--- config.mk ---
export PLATFORM = sky130hd
export DESIGN_NAME = ysyx_2022040010_alu_ctrl_flat
export DESIGN_NICKNAME = d
export VERILOG_FILES = /design/src/rtl/ysyx_2022040010_alu_ctrl_if.sv /design/src/rtl/ysyx_2022040010_alu_ctrl.sv /design/src/flat_wrapper.sv
export SDC_FILE = /design/constraint.sdc
export NUM_CORES = 1
export LEC_CHECK = 0
export ABC_AREA = 1
export BUFFER_PORTS_ARGS = -buffer_cell sky130_fd_sc_hd__buf_2
export CORE_ASPECT_RATIO = 1.1
export CORE_MARGIN = 1
export CORE_UTILIZATION = 30
export DETAILED_ROUTE_END_ITERATION = 6
export GPL_TIMING_DRIVEN = 0
export PLACE_DENSITY_LB_ADDON = 0.1
export SLEW_MARGIN = 20
export SYNTH_ARGS = -nofsm -noshare
export SYNTH_HDL_FRONTEND = slang
export SYNTH_SLANG_ARGS = --single-unit
--- constraint.sdc ---
create_clock -name clk -period 1.4 [get_ports clk]
set_clock_uncertainty 0.15 [all_clocks]
set_input_delay 0.07 -clock clk [delete_from_list [all_inputs] [get_ports clk]]
set_output_delay 0.07 -clock clk [all_outputs]
set_load 0.02 [all_outputs]
--- src/rtl/ysyx_2022040010_alu_ctrl_if.sv ---
// Issue/ALU/writeback bundle for the ALU controller; ctrl is the controller side.
// The upstream/ALU/writeback side uses the env modport.
interface ysyx_2022040010_alu_ctrl_if;
  logic        in_valid;
  logic        in_ready;
  logic [2:0]  in_funct3;
  logic        in_funct7_5;
  logic        in_is_imm;
  logic        in_is_w;
  logic        in_is_lui;
  logic [63:0] in_src1;
  logic [63:0] in_src2;
  logic [4:0]  in_rd;
  logic [11:0] alu_op;
  logic [63:0] alu_src1;
  logic [63:0] alu_src2;
  logic        alu_32;
  logic [63:0] alu_result;
  logic        alu_over;
  logic        out_valid;
  logic        out_ready;
  logic [63:0] out_result;
  logic [4:0]  out_rd;

  modport ctrl (
    input  in_valid, in_funct3, in_funct7_5, in_is_imm, in_is_w, in_is_lui,
           in_src1, in_src2, in_rd, alu_result, alu_over, out_ready,
    output in_ready, alu_op, alu_src1, alu_src2, alu_32, out_valid, out_result, out_rd
  );

  modport env (
    output in_valid, in_funct3, in_funct7_5, in_is_imm, in_is_w, in_is_lui,
           in_src1, in_src2, in_rd, alu_result, alu_over, out_ready,
    input  in_ready, alu_op, alu_src1, alu_src2, alu_32, out_valid, out_result, out_rd
  );
endinterface

--- src/rtl/ysyx_2022040010_alu_ctrl.sv ---
// ALU controller: IDLE->EXEC->RESP, result held until out_ready; accepts only in IDLE.
// ALU_CTRL_SEXT32_EN: sign-extend *W results from bit 31 (otherwise pass-through).
module ysyx_2022040010_alu_ctrl (
  input logic                      clk,
  input logic                      rst_n,
  input logic                      flush,
  ysyx_2022040010_alu_ctrl_if.ctrl bus
);
  typedef enum logic [1:0] {IDLE, EXEC, RESP} state_e;

  localparam logic [11:0] OP_ADD  = 12'h800;
  localparam logic [11:0] OP_SUB  = 12'h400;
  localparam logic [11:0] OP_SLT  = 12'h200;
  localparam logic [11:0] OP_SLTU = 12'h100;
  localparam logic [11:0] OP_AND  = 12'h080;
  localparam logic [11:0] OP_OR   = 12'h040;
  localparam logic [11:0] OP_XOR  = 12'h020;
  localparam logic [11:0] OP_SLL  = 12'h010;
  localparam logic [11:0] OP_SRL  = 12'h008;
  localparam logic [11:0] OP_SRA  = 12'h004;
  localparam logic [11:0] OP_NOP  = 12'h002;

  state_e      state_q, state_d;
  logic [11:0] alu_op_q, alu_op_d;
  logic [63:0] alu_src1_q, alu_src1_d;
  logic [63:0] alu_src2_q, alu_src2_d;
  logic [63:0] out_result_q, out_result_d;
  logic [4:0]  out_rd_q, out_rd_d;
  logic        alu_32_q, alu_32_d;
  logic        is_w_q, is_w_d;

  logic [11:0] op_enc;
  logic        is_shift;
  logic [63:0] src2_enc;
  logic [63:0] result_fmt;

  always_comb begin
    op_enc   = '0;
    is_shift = 1'b0;
    if (bus.in_is_lui) begin
      op_enc = OP_NOP;
    end else begin
      case (bus.in_funct3)
        3'b000: op_enc = (bus.in_funct7_5 && !bus.in_is_imm) ? OP_SUB : OP_ADD;
        3'b001: op_enc = OP_SLL;
        3'b010: op_enc = OP_SLT;
        3'b011: op_enc = OP_SLTU;
        3'b100: op_enc = OP_XOR;
        3'b101: op_enc = bus.in_funct7_5 ? OP_SRA : OP_SRL;
        3'b110: op_enc = OP_OR;
        default: op_enc = OP_AND;
      endcase
      is_shift = (bus.in_funct3 == 3'b001) || (bus.in_funct3 == 3'b101);
    end
    src2_enc = bus.in_src2;
    if (is_shift) begin
      src2_enc = bus.in_is_w ? {59'd0, bus.in_src2[4:0]} : {58'd0, bus.in_src2[5:0]};
    end
  end

`ifdef ALU_CTRL_SEXT32_EN
  assign result_fmt = is_w_q ? {{32{bus.alu_result[31]}}, bus.alu_result[31:0]}
                             : bus.alu_result;
`else
  assign result_fmt = bus.alu_result;
`endif

  always_comb begin
    state_d      = state_q;
    alu_op_d     = alu_op_q;
    alu_src1_d   = alu_src1_q;
    alu_src2_d   = alu_src2_q;
    alu_32_d     = alu_32_q;
    is_w_d       = is_w_q;
    out_result_d = out_result_q;
    out_rd_d     = out_rd_q;
    // flush beats any handshake in the same cycle
    if (flush) begin
      state_d  = IDLE;
      alu_op_d = '0;
    end else begin
      case (state_q)
        IDLE: if (bus.in_valid) begin
          state_d    = EXEC;
          alu_op_d   = op_enc;
          alu_src1_d = bus.in_src1;
          alu_src2_d = src2_enc;
          alu_32_d   = bus.in_is_w && !bus.in_is_lui && (bus.in_funct3 == 3'b000);
          is_w_d     = bus.in_is_w;
          out_rd_d   = bus.in_rd;
        end
        EXEC: if ((alu_op_q != '0) && bus.alu_over) begin
          state_d      = RESP;
          alu_op_d     = '0;
          out_result_d = result_fmt;
        end
        RESP: if (bus.out_ready) state_d = IDLE;
        default: begin
          state_d  = IDLE;
          alu_op_d = '0;
        end
      endcase
    end
  end

  always_ff @(posedge clk or negedge rst_n) begin
    if (!rst_n) begin
      state_q      <= IDLE;
      alu_op_q     <= '0;
      alu_src1_q   <= '0;
      alu_src2_q   <= '0;
      alu_32_q     <= 1'b0;
      is_w_q       <= 1'b0;
      out_result_q <= '0;
      out_rd_q     <= '0;
    end else begin
      state_q      <= state_d;
      alu_op_q     <= alu_op_d;
      alu_src1_q   <= alu_src1_d;
      alu_src2_q   <= alu_src2_d;
      alu_32_q     <= alu_32_d;
      is_w_q       <= is_w_d;
      out_result_q <= out_result_d;
      out_rd_q     <= out_rd_d;
    end
  end

  assign bus.in_ready   = (state_q == IDLE);
  assign bus.out_valid  = (state_q == RESP);
  assign bus.alu_op     = alu_op_q;
  assign bus.alu_src1   = alu_src1_q;
  assign bus.alu_src2   = alu_src2_q;
  assign bus.alu_32     = alu_32_q;
  assign bus.out_result = out_result_q;
  assign bus.out_rd     = out_rd_q;
endmodule

--- src/flat_wrapper.sv ---
// flat-port wrapper written by rule: the top's interface ports become plain ports
module ysyx_2022040010_alu_ctrl_flat 
  (clk, rst_n, flush, bus_in_valid, bus_in_funct3, bus_in_funct7_5, bus_in_is_imm, bus_in_is_w, bus_in_is_lui, bus_in_src1, bus_in_src2, bus_in_rd, bus_alu_result, bus_alu_over, bus_out_ready, bus_in_ready, bus_alu_op, bus_alu_src1, bus_alu_src2, bus_alu_32, bus_out_valid, bus_out_result, bus_out_rd);
  ysyx_2022040010_alu_ctrl_if bus_i ();
  input logic clk;
  input logic rst_n;
  input logic flush;
  input wire logic [$bits(bus_i.in_valid)-1:0] bus_in_valid;
  input wire logic [$bits(bus_i.in_funct3)-1:0] bus_in_funct3;
  input wire logic [$bits(bus_i.in_funct7_5)-1:0] bus_in_funct7_5;
  input wire logic [$bits(bus_i.in_is_imm)-1:0] bus_in_is_imm;
  input wire logic [$bits(bus_i.in_is_w)-1:0] bus_in_is_w;
  input wire logic [$bits(bus_i.in_is_lui)-1:0] bus_in_is_lui;
  input wire logic [$bits(bus_i.in_src1)-1:0] bus_in_src1;
  input wire logic [$bits(bus_i.in_src2)-1:0] bus_in_src2;
  input wire logic [$bits(bus_i.in_rd)-1:0] bus_in_rd;
  input wire logic [$bits(bus_i.alu_result)-1:0] bus_alu_result;
  input wire logic [$bits(bus_i.alu_over)-1:0] bus_alu_over;
  input wire logic [$bits(bus_i.out_ready)-1:0] bus_out_ready;
  output wire logic [$bits(bus_i.in_ready)-1:0] bus_in_ready;
  output wire logic [$bits(bus_i.alu_op)-1:0] bus_alu_op;
  output wire logic [$bits(bus_i.alu_src1)-1:0] bus_alu_src1;
  output wire logic [$bits(bus_i.alu_src2)-1:0] bus_alu_src2;
  output wire logic [$bits(bus_i.alu_32)-1:0] bus_alu_32;
  output wire logic [$bits(bus_i.out_valid)-1:0] bus_out_valid;
  output wire logic [$bits(bus_i.out_result)-1:0] bus_out_result;
  output wire logic [$bits(bus_i.out_rd)-1:0] bus_out_rd;
  assign bus_i.in_valid = bus_in_valid;
  assign bus_i.in_funct3 = bus_in_funct3;
  assign bus_i.in_funct7_5 = bus_in_funct7_5;
  assign bus_i.in_is_imm = bus_in_is_imm;
  assign bus_i.in_is_w = bus_in_is_w;
  assign bus_i.in_is_lui = bus_in_is_lui;
  assign bus_i.in_src1 = bus_in_src1;
  assign bus_i.in_src2 = bus_in_src2;
  assign bus_i.in_rd = bus_in_rd;
  assign bus_i.alu_result = bus_alu_result;
  assign bus_i.alu_over = bus_alu_over;
  assign bus_i.out_ready = bus_out_ready;
  assign bus_in_ready = bus_i.in_ready;
  assign bus_alu_op = bus_i.alu_op;
  assign bus_alu_src1 = bus_i.alu_src1;
  assign bus_alu_src2 = bus_i.alu_src2;
  assign bus_alu_32 = bus_i.alu_32;
  assign bus_out_valid = bus_i.out_valid;
  assign bus_out_result = bus_i.out_result;
  assign bus_out_rd = bus_i.out_rd;
  ysyx_2022040010_alu_ctrl u_core (.clk(clk), .rst_n(rst_n), .flush(flush), .bus(bus_i));
endmodule
==> flow_summary_export.csv, run 1 <==
group,metric,value,unit
sta,rsz0062_at_grt,"true",
routing,drtPass1Iterations,4,
grt,met1_usage,0.240,
yosys,synth-seq-cells,211,
clock_tree,clk_path_buf_depth,3,
yosys,synth_area_per_cell,9.07,um^2
setup_path,required,1.65,ns
sta,fin_crit_sh,1.15,
power,power.density,1510,mW/mm^2
placement,placed_cells,1736,
yosys,synth_top_area_frac,0.612,
layout,final_core_util,0.541,
grt,grt_start_max_net_pins,89,
setup_path,arrival,1.86,ns
clock_tree,cts-htree-levels,1,
floorplanning,initial_core_util,0.308,
grt,top_usage_layer,"met2",
job,cap_violations,0,
yosys,syn-num-nets,1161,
power,internal_power,14.5,mW
yosys,synth.distinct_cells,20,
layout,fillers,2615,
power,clkPwrFrac,0.277,
grt,grt_antenna_before_repair,1,
clock_tree,cts_sinks,211,
floorplanning,row_count,64,
placement,pre_cts_slack,-0.404,ns
sta,tns,-35.80,ns
clock_tree,cts_tree,"built",
routing,wl_per_cell,15.5,um
grt,grt_pass1_vias,8897,
floorplanning,die_w,164,um
routing,wl,31400,um
yosys,yosysTopAreaCell,"dfrtp_1",
power,swShare,0.364,
sta,setup_ws,-0.210,ns
routing,num_vias,8692,
routing,drtIter0Drc,378,
clock_tree,insertion_delay,0.51,ns
sta,max_freq,0.621,GHz
sta,setup_violations,213,
power,p_comb_frac,0.341,
placement,place.port_buffers,420,
layout,ff_latch_area,0.00529,mm^2
setup_path,max_stage_delay,0.41,ns
yosys,syn_area,0.00862,mm^2
setup_path,endpoint_kind,"flop",
yosys,synth_seq_area_share,0.612,
setup_path,crit_chain,"nor2_4 -> nand2_4 -> nor2_4 -> inv_2 -> buf_12 -> buf_6 -> nand2_1 -> nand2_1",
floorplanning,die_area,0.0294,mm^2
grt,grt-ovfl-total,0,
setup_path,crit_fanout,10,
sta,drv_slew,0,
yosys,ys_top_cells_by_area,"dfrtp_1 61%, nand2_1 19%, o21ai_2 4.4%",
power,seq_power_share,0.383,
power,power.switching,8.31,mW
yosys,synthCells,951,
placement,gp_congestion,0.794,
power,p_leak,8.41,nW
layout,final_cell_mix,"413 x buf_2, 403 x nand2_1, 211 x dlygate4sd3_1, 202 x dfrtp_1, 73 x inv_1",
layout,final_common_cell,"buf_2",
outcome,violations,"negative hold slack, negative setup slack",
clock_tree,cts-root-buf,"clkbuf_16",
routing,remaining_drc_errors,0,
grt,grt.met2_usage,0.366,
routing,vias_per_cell,4.30,
layout,area_growth,75.7,%
power,ir_drop,953,uV
setup_path,path_class,"flop to flop",
layout,multiInputGateArea,0.00295,mm^2
yosys,yosysWarningCount,0,
sta,fin_crit,1.61,ns
layout,stdcell_count,2023,
outcome,status,"complete, but fails checks",
clock_tree,clk_pin_slew,0.06,ns
sta,hold_viol,40,
worst_hold_path,hp-class,"input port to asynchronous set/reset pin",
grt,grt_pass1_wl,47900,um
setup_path,cpMaxStageDelayCell,"dfrtp_1",
sta,fin_hold_ws,-0.105,ns
placement,hpwlAfterDp,21300,um
setup_path,startpoint_type,"flop",
floorplanning,coreArea,0.0280,mm^2
grt,grt_util_met3,0.0628,
floorplanning,ios,422,
floorplanning,fp.dieH,180,um
layout,drive_above_1_share,0.400,
grt,grt.total_usage,0.206,
layout,nets,1851,
clock_tree,cts_buffers,25,
routing,ant_nets,0,
routing by layer:
metal,vias to the layer above,wire [um]
met3,41,2840
met5,-,0
li1,4304,-
met4,0,572
met1,4022,12400
met2,325,15600
sequential cells by signal (all words and copies together), names as in the netlist:
register,flops
u_core.bus.alu_src1,64
u_core.bus.alu_32,1
u_core.bus.alu_src2,64
u_core.state_q,2
u_core.bus.out_result,64
u_core.bus.out_rd,5
u_core.bus.alu_op,11
final timing paths:
kind                                          from                         to  slack [ns]  cells after the start
max                              u_core.state_q[1]    u_core.bus.alu_src1[63]       -0.21                      8
max reg2reg                      u_core.state_q[1]    u_core.bus.alu_src1[63]       -0.21                      8
max in group asynchronous                    rst_n       u_core.bus.alu_op[8]        0.39                      3
min                                          rst_n  u_core.bus.out_result[47]       -0.11                      2
min reg2reg                u_core.bus.alu_src1[52]    u_core.bus.alu_src1[52]        0.31                      2
min in group clk                   bus_in_src1[18]    u_core.bus.alu_src1[18]        0.14                      4
metrics by stage:
step / cell area, um^2 / total power, mW / hold WS [ns]
after floorplan: 8700 / 12.7 / -0.376
after global placement: 11300 / 15.5 / 0.101
after detailed placement: 11300 / 15.6 / -0.159
after CTS: 14700 / 22.8 / -0.107
after global routing: 15100 / 24.1 / -0.0943
final: 15200 / 22.8 / -0.105
synth_stat cells:
cell type and number:
nor2_4 2, nor3_1 4, clkbuf_1 7, buf_4 12
inv_2 1, and2_0 1, and3_1 1, nand2_1 440
nand2_2 1, dfrtp_1 211, nand3b_1 2, nand3_1 71
o21ai_2 43, buf_6 17, conb_1 1, nor2_1 17
inv_1 77, buf_2 17, o21ai_1 11, o21ai_0 15
area by class of cell:
class / count / area share
antenna: 1 / 0.000165
buffer: 52 / 0.0399
clock buffer: 37 / 0.0476
clock inverter: 8 / 0.00429
inverter: 78 / 0.0195
multi-input combinational: 609 / 0.195
sequential: 211 / 0.349
tap: 363 / 0.0300
timing repair buffer: 664 / 0.315
worst max-delay path: cells and delay by family, from the launching register on:
kind,cells,cell delay [ns]
and+or+nand+nor,5,0.54
DFF,1,0.41
buffers and inverters,3,0.39
power by group through the flow:
stage,Sequential [mW],Combinational [mW],Clock [mW]
final,8.73,7.78,6.31
after CTS,8.64,7.63,6.50
after floorplan,10.8,1.96,0
after global routing,8.92,8.46,6.75
after global placement,8.68,6.86,0
after detailed placement,8.70,6.94,0
cell families after synthesis:
kind of cell / share of synthesized area
AOI/OAI and AO/OA: 0.0588
buffers and inverters: 0.0795
DFF: 0.612
other: 0.000435
and+or+nand+nor: 0.249
repair_timing:
item                                   4_1_cts  5_1_grt
gates resized for setup                     82       71
setup endpoints to repair                  213      217
endpoints found under the hold margin      422       49
hold buffers                               211        3
pin swaps                                   10        7
cloned                                       3        8
setup buffers                               16        5
No activity file was read; power rests on OpenSTA's default activity.
==> run 2: changes to the inputs <==
--- a/config.mk
+++ b/config.mk
@@ -8,4 +8,6 @@
 export ABC_AREA = 1
 export BUFFER_PORTS_ARGS = -buffer_cell sky130_fd_sc_hd__buf_2
+export CELL_PAD_IN_SITES_DETAIL_PLACEMENT = 1
+export CELL_PAD_IN_SITES_GLOBAL_PLACEMENT = 1
 export CORE_ASPECT_RATIO = 1.1
 export CORE_MARGIN = 1
==> constraint.sdc (replaced) <==
create_clock -name clk -period 1.4 [get_ports clk]
set_clock_uncertainty 0.15 [all_clocks]
set_input_delay 0.28 -clock clk [delete_from_list [all_inputs] [get_ports clk]]
set_output_delay 0.28 -clock clk [all_outputs]
set_load 0.02 [all_outputs]
==> run 2 against run 1 <==
Effect of this change:
- the flow still finishes with violations (negative hold slack, negative setup slack)
- cell count up 6.9%
- flip-flop and latch count unchanged
- sequential share of layout area down 6.1 points
- combinational power up 63%
- wire length up 49%
- critical path depth up 2
- core utilization up 12 points
- fmax down 11%
- critical endpoint is now u_core.bus.out_result[13]
- largest cell class unchanged
- largest power group is now combinational logic
==> flow_summary_export.csv, run 2 (synthesis results as in run 1) <==
group,metric,value,unit
clock_tree,cts_tree,"built",
setup_path,crit_end,"u_core.bus.out_result[13]",
clock_tree,cts_buffers,25,
setup_path,critical_path_buf_inv_count,3,
setup_path,crit_fanout,5,
layout,drive_above_1_share,0.512,
power,p_leak,9.72,nW
sta,worst_pin_slew,0.537,ns
job,cap_violations,0,
sta,tns,-78.24,ns
setup_path,required,1.68,ns
routing,drtIter0Drc,494,
setup_path,r2r_end,"u_core.bus.out_result[13]",
setup_path,critPathLaunch,"u_core.bus.alu_op[6]",
placement,hpwlAfterDp,23000,um
placement,place.port_buffers,420,
setup_path,critPathTopFamily,"simple AND/OR/NAND/NOR gates",
layout,nets,1987,
sta,slew_headroom,0.642,
sta,setup_violations,422,
clock_tree,cts_hold_buf,205,
layout,final_common_cell,"nand2_1",
grt,grt_pass1_wl,55700,um
power,power.density,1590,mW/mm^2
floorplanning,fp.dieH,180,um
sta,setup_ws,-0.409,ns
setup_path,startpoint_type,"flop",
grt,grt-ovfl-total,0,
floorplanning,die_area,0.0294,mm^2
layout,area_growth,113,%
routing,vias_per_cell,4.70,
setup_path,r2r-start,"u_core.bus.alu_op[6]",
sta,max_freq,0.553,GHz
sta,fin_hold_ws,-0.495,ns
grt,grt.total_usage,0.243,
setup_path,crit_chain,"nor2_2 -> nand2_1 -> nor2_2 -> nand2_2 -> nand3_4 -> buf_12 -> buf_12 -> buf_8 -> nand2_2 -> o21ai_1",
power,ir_drop,1040,uV
grt,grt_pass1_vias,10300,
power,total_power,29.2,mW
clock_tree,cts-root-buf,"clkbuf_16",
setup_path,reg2reg_depth,10,
worst_hold_path,hp-class,"input port to asynchronous set/reset pin",
routing,drtPass1Iterations,4,
grt,grt_antenna_before_repair,5,
clock_tree,cts_sinks,211,
sta,fin_crit_sh,1.29,
floorplanning,initial_core_util,0.308,
sta,fin_crit,1.81,ns
clock_tree,clk_pin_slew,0.06,ns
sta,drv_slew,0,
setup_path,cpMaxStageDelayCell,"dfrtp_2",
placement,gp_congestion,0.767,
setup_path,cp_num_cells,10,
routing,wl,46900,um
clock_tree,insertion_delay,0.51,ns
routing,num_vias,10200,
clock_tree,cts-htree-levels,1,
routing,wl_per_cell,21.7,um
routing,ant_nets,0,
grt,grt_start_max_net_pins,83,
setup_path,arrival,2.09,ns
routing,remaining_drc_errors,0,
floorplanning,row_count,64,
floorplanning,ios,422,
setup_path,endpoint_kind,"flop",
outcome,status,"complete, but fails checks",
clock_tree,clk_path_buf_depth,3,
floorplanning,coreArea,0.0280,mm^2
sta,hold_viol,129,
setup_path,max_stage_delay,0.43,ns
sta,rsz0062_at_grt,"true",
floorplanning,die_w,164,um
setup_path,path_class,"flop to flop",
layout,final_cell_mix,"295 x nand2_1, 229 x buf_6, 209 x buf_2, 204 x dlygate4sd3_1, 202 x dfrtp_1",
setup_path,reg2reg_slack,-0.41,ns
outcome,violations,"negative hold slack, negative setup slack",
[run 2: cell count changes in the layout (fill, tap and decap cells not counted), moves of 10 or more]
cell,delta
nand2_2,+92
nand2_4,+16
buf_8,+24
buf_2,-204
buf_4,+111
nand2_1,-108
o21ai_2,+10
buf_6,+193
buf_16,+11
[run 2: metrics by stage]
stage	instance area (um^2)	cells	setup WS [ns]	util
6_report	18400	2162	-0.409	0.656
3_5_place_dp	11300	1736	-0.350	0.404
5_1_grt	18400	2162	-0.456	0.656
3_3_place_gp	11300	1734	-4.63	0.402
4_1_cts	15700	2031	-0.294	0.559
2_1_floorplan	8700	951	-0.127	-
[run 2: timing repair]
action                     4_1_cts  5_1_grt
setup endpoints to repair      422      422
setup buffers                   27      122
cloned                          19       11
gates resized for setup        255      554
pin swaps                       21       16
hold endpoints to repair       307       50
[run 2: how the worst min path moves through the flow]
| stage | startpoint | to | depth (start not counted) |
|---|---|---|---|
| 2_1_floorplan | rst_n | u_core.bus.alu_32 | 0 |
| 5_1_grt | rst_n | u_core.bus.out_result[31] | 1 |
| 3_5_place_dp | rst_n | u_core.bus.out_result[31] | 1 |
| 6_report | rst_n | u_core.bus.out_result[31] | 1 |
| 3_3_place_gp | u_core.bus.alu_src2[3] | u_core.bus.alu_src2[3] | 2 |
| 4_1_cts | rst_n | u_core.bus.out_result[31] | 1 |
[run 2: metal layers]
layer	track usage	share of wire	wire length [um]	vias up
met2	0.452	0.53	25000	420
met1	0.256	0.34	16000	5035
met5	0	0	0	-
li1	-	-	-	4575
met3	0.0651	0.076	3570	130
met4	0.0900	0.049	2290	0
[run 2: cell type report]
cell class	count	area, um^2
Clock buffer	33	706
Inverter	78	300
Fill cell	2969	9640
Multi-Input combinational cell	609	3310
Buffer	51	739
Tap cell	363	454
Timing Repair Buffer	801	7390
Sequential cell	211	5290
Antenna cell	5	12.5
Clock inverter	11	183
[run 2: power breakdown]
group / total, mW / switching (mW) / leakage [nW] / internal [mW]
logic: 12.7 / 6.13 / 6.62 / 6.54
registers: 9.29 / 1.54 / 2.66 / 7.76
clock network: 7.20 / 2.75 / 0.438 / 4.44
